==> config.mk <==
export PLATFORM = sky130hd
export DESIGN_NAME = onchip_mem_arbiter
export DESIGN_NICKNAME = d
export VERILOG_FILES = /design/src/rtl/onchip_mem_pkg.sv /design/src/rtl/onchip_mem_arbiter_rr_arb2.sv /design/src/rtl/onchip_mem_arbiter.sv
export SDC_FILE = /design/constraint.sdc
export NUM_CORES = 1
export LEC_CHECK = 0
export CORE_ASPECT_RATIO = 1.5
export CORE_MARGIN = 1
export CORE_UTILIZATION = 25
export DETAILED_ROUTE_END_ITERATION = 16
export SYNTH_ARGS = -nofsm -noshare
export SYNTH_HDL_FRONTEND = slang
export SYNTH_SLANG_ARGS = --single-unit
==> constraint.sdc <==
create_clock -name clk -period 3.8 [get_ports clk]
set_input_delay 0.95 -clock clk [delete_from_list [all_inputs] [get_ports clk]]
set_output_delay 0.95 -clock clk [all_outputs]
set_load 0.02 [all_outputs]
==> src/rtl/onchip_mem_pkg.sv <==
// Shared types and constants for the on-chip RAM arbiter: RAM geometry, port id, request bundle.
// No logic, so no latency and no backpressure.
package onchip_mem_pkg;

    localparam int MEM_ADDR_W = 10;
    localparam int MEM_DATA_W = 8;
    localparam int MEM_DEPTH  = 1024;

    typedef logic port_id_t;

    localparam port_id_t PORT0 = 1'b0;
    localparam port_id_t PORT1 = 1'b1;

    typedef struct packed {
        logic [MEM_ADDR_W-1:0] addr;
        logic [MEM_DATA_W-1:0] wdata;
        logic                  write;
    } mem_req_t;

endpackage

==> src/rtl/onchip_mem_arbiter_rr_arb2.sv <==
// Two-input round-robin arbiter, combinational grant (0 cycles); i_en low blocks all grants.
// The port not granted last wins a tie; last_grant resets to port 1 so port 0 wins first contention.
module rr_arb2
    import onchip_mem_pkg::*;
(
    input  logic       clk,
    input  logic       reset,
    input  logic       i_en,
    input  logic [1:0] i_req,
    output logic [1:0] o_gnt
);

    port_id_t   r_last;
    logic [1:0] w_gnt;

    always_comb begin
        w_gnt = 2'b00;
        if (i_en) begin
            if (i_req[0] && (!i_req[1] || r_last == PORT1)) begin
                w_gnt = 2'b01;
            end else if (i_req[1]) begin
                w_gnt = 2'b10;
            end
        end
    end

    always_ff @(posedge clk) begin
        if (reset) begin
            r_last <= PORT1;
        end else if (w_gnt[0]) begin
            r_last <= PORT0;
        end else if (w_gnt[1]) begin
            r_last <= PORT1;
        end
    end

    assign o_gnt = w_gnt;

endmodule

==> src/rtl/onchip_mem_arbiter.sv <==
// Shares a single-port RAM between two Avalon-MM requesters; accept is combinational, read data returns 1 cycle later.
// Losing port (or both, under reset/freeze) sees waitrequest; a dropped or frozen port simply retries.
module onchip_mem_arbiter
    import onchip_mem_pkg::*;
#(
    parameter int ADDR_W = MEM_ADDR_W,
    parameter int DATA_W = MEM_DATA_W,
    parameter int CNT_W  = 16
) (
    input  logic              clk,
    input  logic              reset,
    input  logic              freeze,
    input  logic [ADDR_W-1:0] m0_address,
    input  logic              m0_read,
    input  logic              m0_write,
    input  logic [DATA_W-1:0] m0_writedata,
    output logic              m0_waitrequest,
    output logic [DATA_W-1:0] m0_readdata,
    output logic              m0_readdatavalid,
    output logic [CNT_W-1:0]  m0_grant_cnt,
    input  logic [ADDR_W-1:0] m1_address,
    input  logic              m1_read,
    input  logic              m1_write,
    input  logic [DATA_W-1:0] m1_writedata,
    output logic              m1_waitrequest,
    output logic [DATA_W-1:0] m1_readdata,
    output logic              m1_readdatavalid,
    output logic [CNT_W-1:0]  m1_grant_cnt,
    output logic [ADDR_W-1:0] mem_address,
    output logic              mem_chipselect,
    output logic              mem_write,
    output logic [DATA_W-1:0] mem_writedata,
    output logic              mem_clken,
    input  logic [DATA_W-1:0] mem_readdata
);

    logic [1:0] w_req;
    logic [1:0] w_gnt;
    logic       w_block;
    logic       w_rd_gnt;
    mem_req_t   w_req_p0;
    mem_req_t   w_req_p1;
    mem_req_t   w_sel;

    logic             r_rd_pend;
    port_id_t         r_rd_owner;
    logic [CNT_W-1:0] r_cnt0;
    logic [CNT_W-1:0] r_cnt1;

    assign w_req   = {m1_read | m1_write, m0_read | m0_write};
    assign w_block = reset | freeze;

    rr_arb2 u_arb (
        .clk   (clk),
        .reset (reset),
        .i_en  (~w_block),
        .i_req (w_req),
        .o_gnt (w_gnt)
    );

    assign m0_waitrequest = w_block | (w_req[0] & ~w_gnt[0]);
    assign m1_waitrequest = w_block | (w_req[1] & ~w_gnt[1]);

    // Write takes precedence when a requester raises read and write together.
    assign w_req_p0 = '{addr: m0_address, wdata: m0_writedata, write: m0_write};
    assign w_req_p1 = '{addr: m1_address, wdata: m1_writedata, write: m1_write};

    always_comb begin
        w_sel = '0;
        if (w_gnt[0]) begin
            w_sel = w_req_p0;
        end else if (w_gnt[1]) begin
            w_sel = w_req_p1;
        end
    end

    assign mem_address    = w_sel.addr;
    assign mem_writedata  = w_sel.wdata;
    assign mem_write      = w_sel.write;
    assign mem_chipselect = |w_gnt;
    assign mem_clken      = 1'b1;

    assign w_rd_gnt = (w_gnt[0] & m0_read & ~m0_write) | (w_gnt[1] & m1_read & ~m1_write);

    always_ff @(posedge clk) begin
        if (reset) begin
            r_rd_pend  <= 1'b0;
            r_rd_owner <= PORT0;
        end else begin
            r_rd_pend <= w_rd_gnt;
            if (w_rd_gnt) begin
                r_rd_owner <= w_gnt[1] ? PORT1 : PORT0;
            end
        end
    end

    // Gating with reset drops a response whose read was granted just before reset.
    assign m0_readdatavalid = r_rd_pend & ~reset & (r_rd_owner == PORT0);
    assign m1_readdatavalid = r_rd_pend & ~reset & (r_rd_owner == PORT1);
    assign m0_readdata      = m0_readdatavalid ? mem_readdata : '0;
    assign m1_readdata      = m1_readdatavalid ? mem_readdata : '0;

    always_ff @(posedge clk) begin
        if (reset) begin
            r_cnt0 <= '0;
            r_cnt1 <= '0;
        end else begin
            if (w_gnt[0] && r_cnt0 != '1) begin
                r_cnt0 <= r_cnt0 + CNT_W'(1);
            end
            if (w_gnt[1] && r_cnt1 != '1) begin
                r_cnt1 <= r_cnt1 + CNT_W'(1);
            end
        end
    end

    assign m0_grant_cnt = r_cnt0;
    assign m1_grant_cnt = r_cnt1;

endmodule

==> results.json, run 1 <==
{
  "status": "finished, final reports clean",
  "rsz0062_at_grt": "false",
  "multiInputGateArea_um2": 1419,
  "max-cap-violations": 0,
  "dp.cells": 500,
  "power_density_nw_per_um2": 247.6,
  "synthTopCellsByArea": "dfxtp_1 32%, a22o_1 7.1%, and2_1 5.1%",
  "cts_num_sinks": 35,
  "num_vias": 2582,
  "finalSetupTns_ns": 0,
  "die-area_um2": 9216,
  "synth_edf_count": 0,
  "synth_top_area_share_pct": 31.75,
  "worstPathArrival_ns": 2.73,
  "grt_overflow": 0,
  "crit_end": "mem_write",
  "area_growth_pct": 71.66,
  "grt_max_degree": 36,
  "endpoint_kind": "output pin",
  "synth_area_um2": 2207,
  "rr_startpoint": "u_arb.r_last$_SDFFE_PP1P_",
  "fin_crit_sh_pct": 96.96,
  "r2r_cells": 5,
  "finalHoldViolations": 0,
  "final-seq-area_um2": 700.7,
  "ys.flop_type": "dfxtp_1",
  "slowest_stage": "clkdlybuf4s50_1",
  "yosysMostFrequentCell": "dfxtp_1",
  "firstDrtPassIters": 4,
  "cp_max_fo": 5,
  "cts_made_buffers": 5,
  "cts.clk_slew.worst_paths_ns": 0.06,
  "wire_per_inst_um": 14.16,
  "ir_drop_uv": 194.1,
  "ys_warn_count": 0,
  "cp_top_family": "buffers and inverters",
  "slew_headroom_pct": 56.33,
  "avgSynthCellArea_um2": 8.144,
  "synth_area_leader_cell": "dfxtp_1",
  "antenna_left": 0,
  "postSynthCellCount": 271,
  "slew_violations": 0,
  "period_minus_slack_ns": 3.685,
  "n_antenna_cell": 0,
  "finClkSkew_ns": 0.004707,
  "synth_common_cells": "35 x dfxtp_1, 19 x a21oi_1, 18 x a22o_1, 18 x and2_1, 17 x nand2_1",
  "clock-root-buffer": "clkbuf_16",
  "crit_cells": 7,
  "max_freq_mhz": 271.4,
  "synthDistinctLibCells": 43,
  "num_rows": 41,
  "io_buffers": 122,
  "antenna_found_initial": 0,
  "cts_buffer_depth": 2,
  "leakagePower_nw": 1.435,
  "hpwl_um": 5408,
  "grt_pass1_vias": 2338,
  "n_fill_cell": 862,
  "drive_above_1_share_pct": 9.726,
  "fin_nets": 453,
  "gp_congestion": 0.7238,
  "r2r_setup_slack_ns": 1.60,
  "core_area_um2": 8464,
  "viasPerCell": 5.083,
  "cp_cell_sequence": "clkdlybuf4s50_1 > or2_1 > buf_4 > nand2_1 > nand2_1 > a21oi_1 > clkdlybuf4s50_1",
  "async_flop_share_pct": 0,
  "cp_num_buf_inv": 3,
  "setup.worst_path.start": "m0_read",
  "io_pins": 124,
  "whs_ns": 0.5110,
  "place_area_um2": 3659,
  "required_ns": 2.85,
  "drt_iter0_markers": 112,
  "routed_wl_um": 7191,
  "yosysSeqAreaShare_pct": 31.75,
  "cp-start-kind": "input pin",
  "drc": 0,
  "finalNonFillerCells": 508,
  "critical_path_class": "input pin to output pin",
  "clock_latency_ns": 0.28,
  "die-width_um": 78.72,
  "worst_pin_slew_ns": 0.6551,
  "synth-seq-cells": 35,
  "start_util_pct": 26.08,
  "final-setup-viol-count": 0,
  "grt_pass1_wl_um": 11150,
  "htreeDepth": 2,
  "r2r-end": "m0_grant_cnt[15]$_SDFFE_PP0P_",
  "layout.cell_area.non_filler_um2": 3789,
  "syn-num-nets": 324,
  "cts_tree": "done",
  "hold_path.class": "flop to flop",
  "grt_usage_pct": 15.10,
  "fp.dieH_um": 117.1,
  "max_stage_delay_ns": 0.64
}
## per-stage QoR
step           worst slack [ns]  total power, mW  util [%]
3_5_place_dp           -0.06645           0.5586     43.22
3_3_place_gp           -0.03775           0.5573     43.22
2_1_floorplan            0.5665           0.4467         -
6_report                 0.1153           0.9382     44.76
4_1_cts                0.001738           0.9511     44.70
5_1_grt                 0.02295           0.9789     44.76
## cells by family after synthesis
logic type / share of synthesized area [%]
simple gates: 33.16
compound gates: 23.75
flops: 31.75
buf+inv: 4.989
mux: 5.045
fa+ha+maj: 1.134
other cells: 0.1699
## worst min path at each step
| stage | start | endpoint | slack, ns | depth (start not counted) |
|---|---|---|---|---|
| 6_report | m1_grant_cnt[6]$_SDFFE_PP0P_ | m1_grant_cnt[6]$_SDFFE_PP0P_ | 0.51 | 2 |
| 5_1_grt | m0_grant_cnt[6]$_SDFFE_PP0P_ | m0_grant_cnt[6]$_SDFFE_PP0P_ | 0.54 | 2 |
| 4_1_cts | m1_grant_cnt[6]$_SDFFE_PP0P_ | m1_grant_cnt[6]$_SDFFE_PP0P_ | 0.51 | 2 |
| 3_5_place_dp | m1_grant_cnt[6]$_SDFFE_PP0P_ | m1_grant_cnt[6]$_SDFFE_PP0P_ | 0.50 | 2 |
| 3_3_place_gp | m1_grant_cnt[6]$_SDFFE_PP0P_ | m1_grant_cnt[6]$_SDFFE_PP0P_ | 0.49 | 2 |
| 2_1_floorplan | r_rd_owner$_SDFFE_PP0P_ | r_rd_owner$_SDFFE_PP0P_ | 0.49 | 1 |
## sequential cells by signal, indices dropped and copies added, names as in the netlist
name          flops
m0_grant_cnt     16
r_rd_pend         1
u_arb.r_last      1
r_rd_owner        1
m1_grant_cnt     16
## repair_timing
action,CTS,global route
pin swaps,1,0
hold buffers,0,0
gates resized for setup,19,2
setup buffers,0,0
endpoints found under the setup margin,18,2
## report_power, final
part           total [mW]  leakage, nW  switching, mW  internal (mW)
combinational       0.169         1.09         0.0740         0.0948
sequential          0.374        0.282        0.00376          0.370
clock               0.395       0.0669          0.154          0.242
## placed cells by master, fill, tap and decap left out, types with 14 or more instances in the layout
cell and count:
a21oi_1 19, a22o_1 18, and2_1 18, buf_4 17
clkdlybuf4s50_1 102, dfxtp_1 35, dlygate4sd2_1 18, nand2_1 17
nor2_1 14
## layer usage
layer / track usage [%] / up-vias / wire length [µm]
met1: 18.02 / 1213 / 3024
li1: - / 1293 / -
met4: 3.951 / 0 / 86
met3: 3.876 / 9 / 359
met2: 26.72 / 67 / 3721
met5: 0 / - / 0
## worst register-to-register path, cell delays in order (launching register included)
cell and delay (ns):
dfxtp_1 0.44, o21ba_1 0.23, buf_4 0.14, or4_4 0.60
nor4_1 0.30, mux2_2 0.37
## layout make-up
type / count / share of cell area, %
inverter: 6 / 0.5945
sequential: 35 / 18.49
tap: 107 / 3.534
multi-input combinational: 211 / 37.45
clock inverter: 2 / 0.3303
clock buffer: 6 / 3.402
timing repair buffer: 141 / 36.20
No activity file was read; power rests on OpenSTA's default activity.
==> run 2, diff against run 1 <==
--- a/config.mk
+++ b/config.mk
@@ -9,6 +9,7 @@
 export CORE_MARGIN = 1
 export CORE_UTILIZATION = 25
 export DETAILED_ROUTE_END_ITERATION = 16
+export REMOVE_ABC_BUFFERS = 1
 export SYNTH_ARGS = -nofsm -noshare
 export SYNTH_HDL_FRONTEND = slang
 export SYNTH_SLANG_ARGS = --single-unit
==> run 2 against run 1 <==
Net effect: core utilization shrank 0.56 points; total power shrank 1.2%; via count shrank 2.3%; sequential power is essentially flat; final cell count shrank 0.59%; final area shrank 1.3%; critical path depth is the same.
==> results.json, run 2 (synthesis results as in run 1) <==
{
  "start_util_pct": 26.08,
  "cts_tree": "done",
  "n_fill_cell": 859,
  "cts_buffer_depth": 2,
  "slew_headroom_pct": 58.83,
  "cts.clk_slew.worst_paths_ns": 0.06,
  "power_density_nw_per_um2": 247.7,
  "final_common_cell": "clkdlybuf4s50_1",
  "slowest_stage": "clkdlybuf4s50_1",
  "postCtsSetupRepairBufs": 0,
  "grt_overflow": 0,
  "area_growth_pct": 69.50,
  "cp_cell_sequence": "clkdlybuf4s50_1 > or2_1 > buf_4 > nand2_1 > nand2_1 > a21oi_1 > clkdlybuf4s50_1",
  "period_minus_slack_ns": 3.705,
  "n_antenna_cell": 0,
  "status": "finished, final reports clean",
  "dp.cells": 497,
  "hold_path.class": "flop to flop",
  "finalHoldViolations": 0,
  "clock_latency_ns": 0.27,
  "grt_usage_pct": 15.65,
  "core_area_um2": 8464,
  "critical_path_class": "input pin to output pin",
  "cp_max_fo": 5,
  "cp_top_family": "buffers and inverters",
  "hpwl_um": 5578,
  "fin_crit_sh_pct": 97.51,
  "whs_ns": 0.4956,
  "antenna_found_initial": 0,
  "endpoint_kind": "output pin",
  "finClkSkew_ns": 0.008265,
  "grt_max_degree": 29,
  "ctsHoldBuffers": 0,
  "multiInputGateArea_um2": 1418,
  "ir_drop_uv": 200.7,
  "fp.dieH_um": 117.1,
  "cts_num_sinks": 35,
  "num_rows": 41,
  "final_cell_mix": "103 x clkdlybuf4s50_1, 35 x dfxtp_1, 19 x a21oi_1",
  "max_stage_delay_ns": 0.64,
  "drc": 0,
  "final-setup-viol-count": 0,
  "max-cap-violations": 0,
  "final-seq-area_um2": 700.7,
  "max_freq_mhz": 269.9,
  "drt_iter0_markers": 96,
  "post_cts_resized": 19,
  "wire_per_inst_um": 14.32,
  "gp_congestion": 0.8077,
  "finalNonFillerCells": 505,
  "leakagePower_nw": 1.411,
  "r2r_setup_slack_ns": 1.72,
  "grt_pass1_vias": 2269,
  "fin_nets": 450,
  "slew_violations": 0,
  "num_vias": 2523,
  "cts_made_buffers": 5,
  "viasPerCell": 4.996,
  "clock-root-buffer": "clkbuf_16",
  "firstDrtPassIters": 4,
  "cp-start-kind": "input pin",
  "routed_wl_um": 7234,
  "worst_pin_slew_ns": 0.6176,
  "rsz0062_at_grt": "false",
  "htreeDepth": 2,
  "drive_above_1_share_pct": 9.548,
  "die-width_um": 78.72,
  "die-area_um2": 9216,
  "grt_pass1_wl_um": 11480,
  "worstPathArrival_ns": 2.76,
  "io_buffers": 122,
  "io_pins": 124,
  "required_ns": 2.85,
  "antenna_left": 0,
  "cp_num_buf_inv": 3
}
-- run 2: area by class of cell --
type / instances / area share, %
Tap cell: 107 / 3.579
Clock buffer: 6 / 3.445
Clock inverter: 2 / 0.3344
Timing Repair Buffer: 138 / 35.42
Multi-Input combinational cell: 211 / 37.89
Sequential cell: 35 / 18.73
Inverter: 6 / 0.6020
-- run 2: where the power goes --
group | switching, mW | internal [mW] | leakage, nW
logic | 0.0735 | 0.0909 | 1.06
registers | 0.00356 | 0.370 | 0.282
clock network | 0.147 | 0.242 | 0.0669
-- run 2: worst register-to-register path, delay by kind of cell (launching register included) --
kind / cells / cell delay [ns]
fa+ha+maj: 1 / 0.24
simple gates: 3 / 1.02
flops: 1 / 0.35
mux: 1 / 0.37
-- run 2: final timing paths --
path / start / end / depth (start not counted)
hold reg to reg: m1_grant_cnt[6]$_SDFFE_PP0P_ / m1_grant_cnt[6]$_SDFFE_PP0P_ / 2
setup reg to reg: m1_grant_cnt[0]$_SDFFE_PP0P_ / m1_grant_cnt[11]$_SDFFE_PP0P_ / 5
hold / removal: m1_grant_cnt[6]$_SDFFE_PP0P_ / m1_grant_cnt[6]$_SDFFE_PP0P_ / 2
setup / recovery: m0_read / mem_write / 7
-- run 2: layer usage --
metal	routed length, µm	vias to the layer above	track usage, %
li1	-	1287	-
met5	0	-	0
met1	3173	1171	18.67
met3	321	4	2.481
met2	3680	61	28.64
met4	58	0	4.568
-- run 2: metrics by stage --
step / setup slack, ns / total power [mW] / setup TNS, ns / utilization, % / area (µm²)
6_report: 0.09480 / 0.9265 / 0 / 44.20 / 3741
5_1_grt: 0.003401 / 0.9677 / 0 / 44.20 / 3741
4_1_cts: 0.003353 / 0.9409 / 0 / 44.11 / 3734
3_5_place_dp: -0.1148 / 0.5540 / -1.727 / 42.66 / 3611
3_3_place_gp: -0.1219 / 0.5529 / -1.942 / 42.66 / 3611
2_1_floorplan: 0.005058 / 0.4390 / 0 / - / 2120
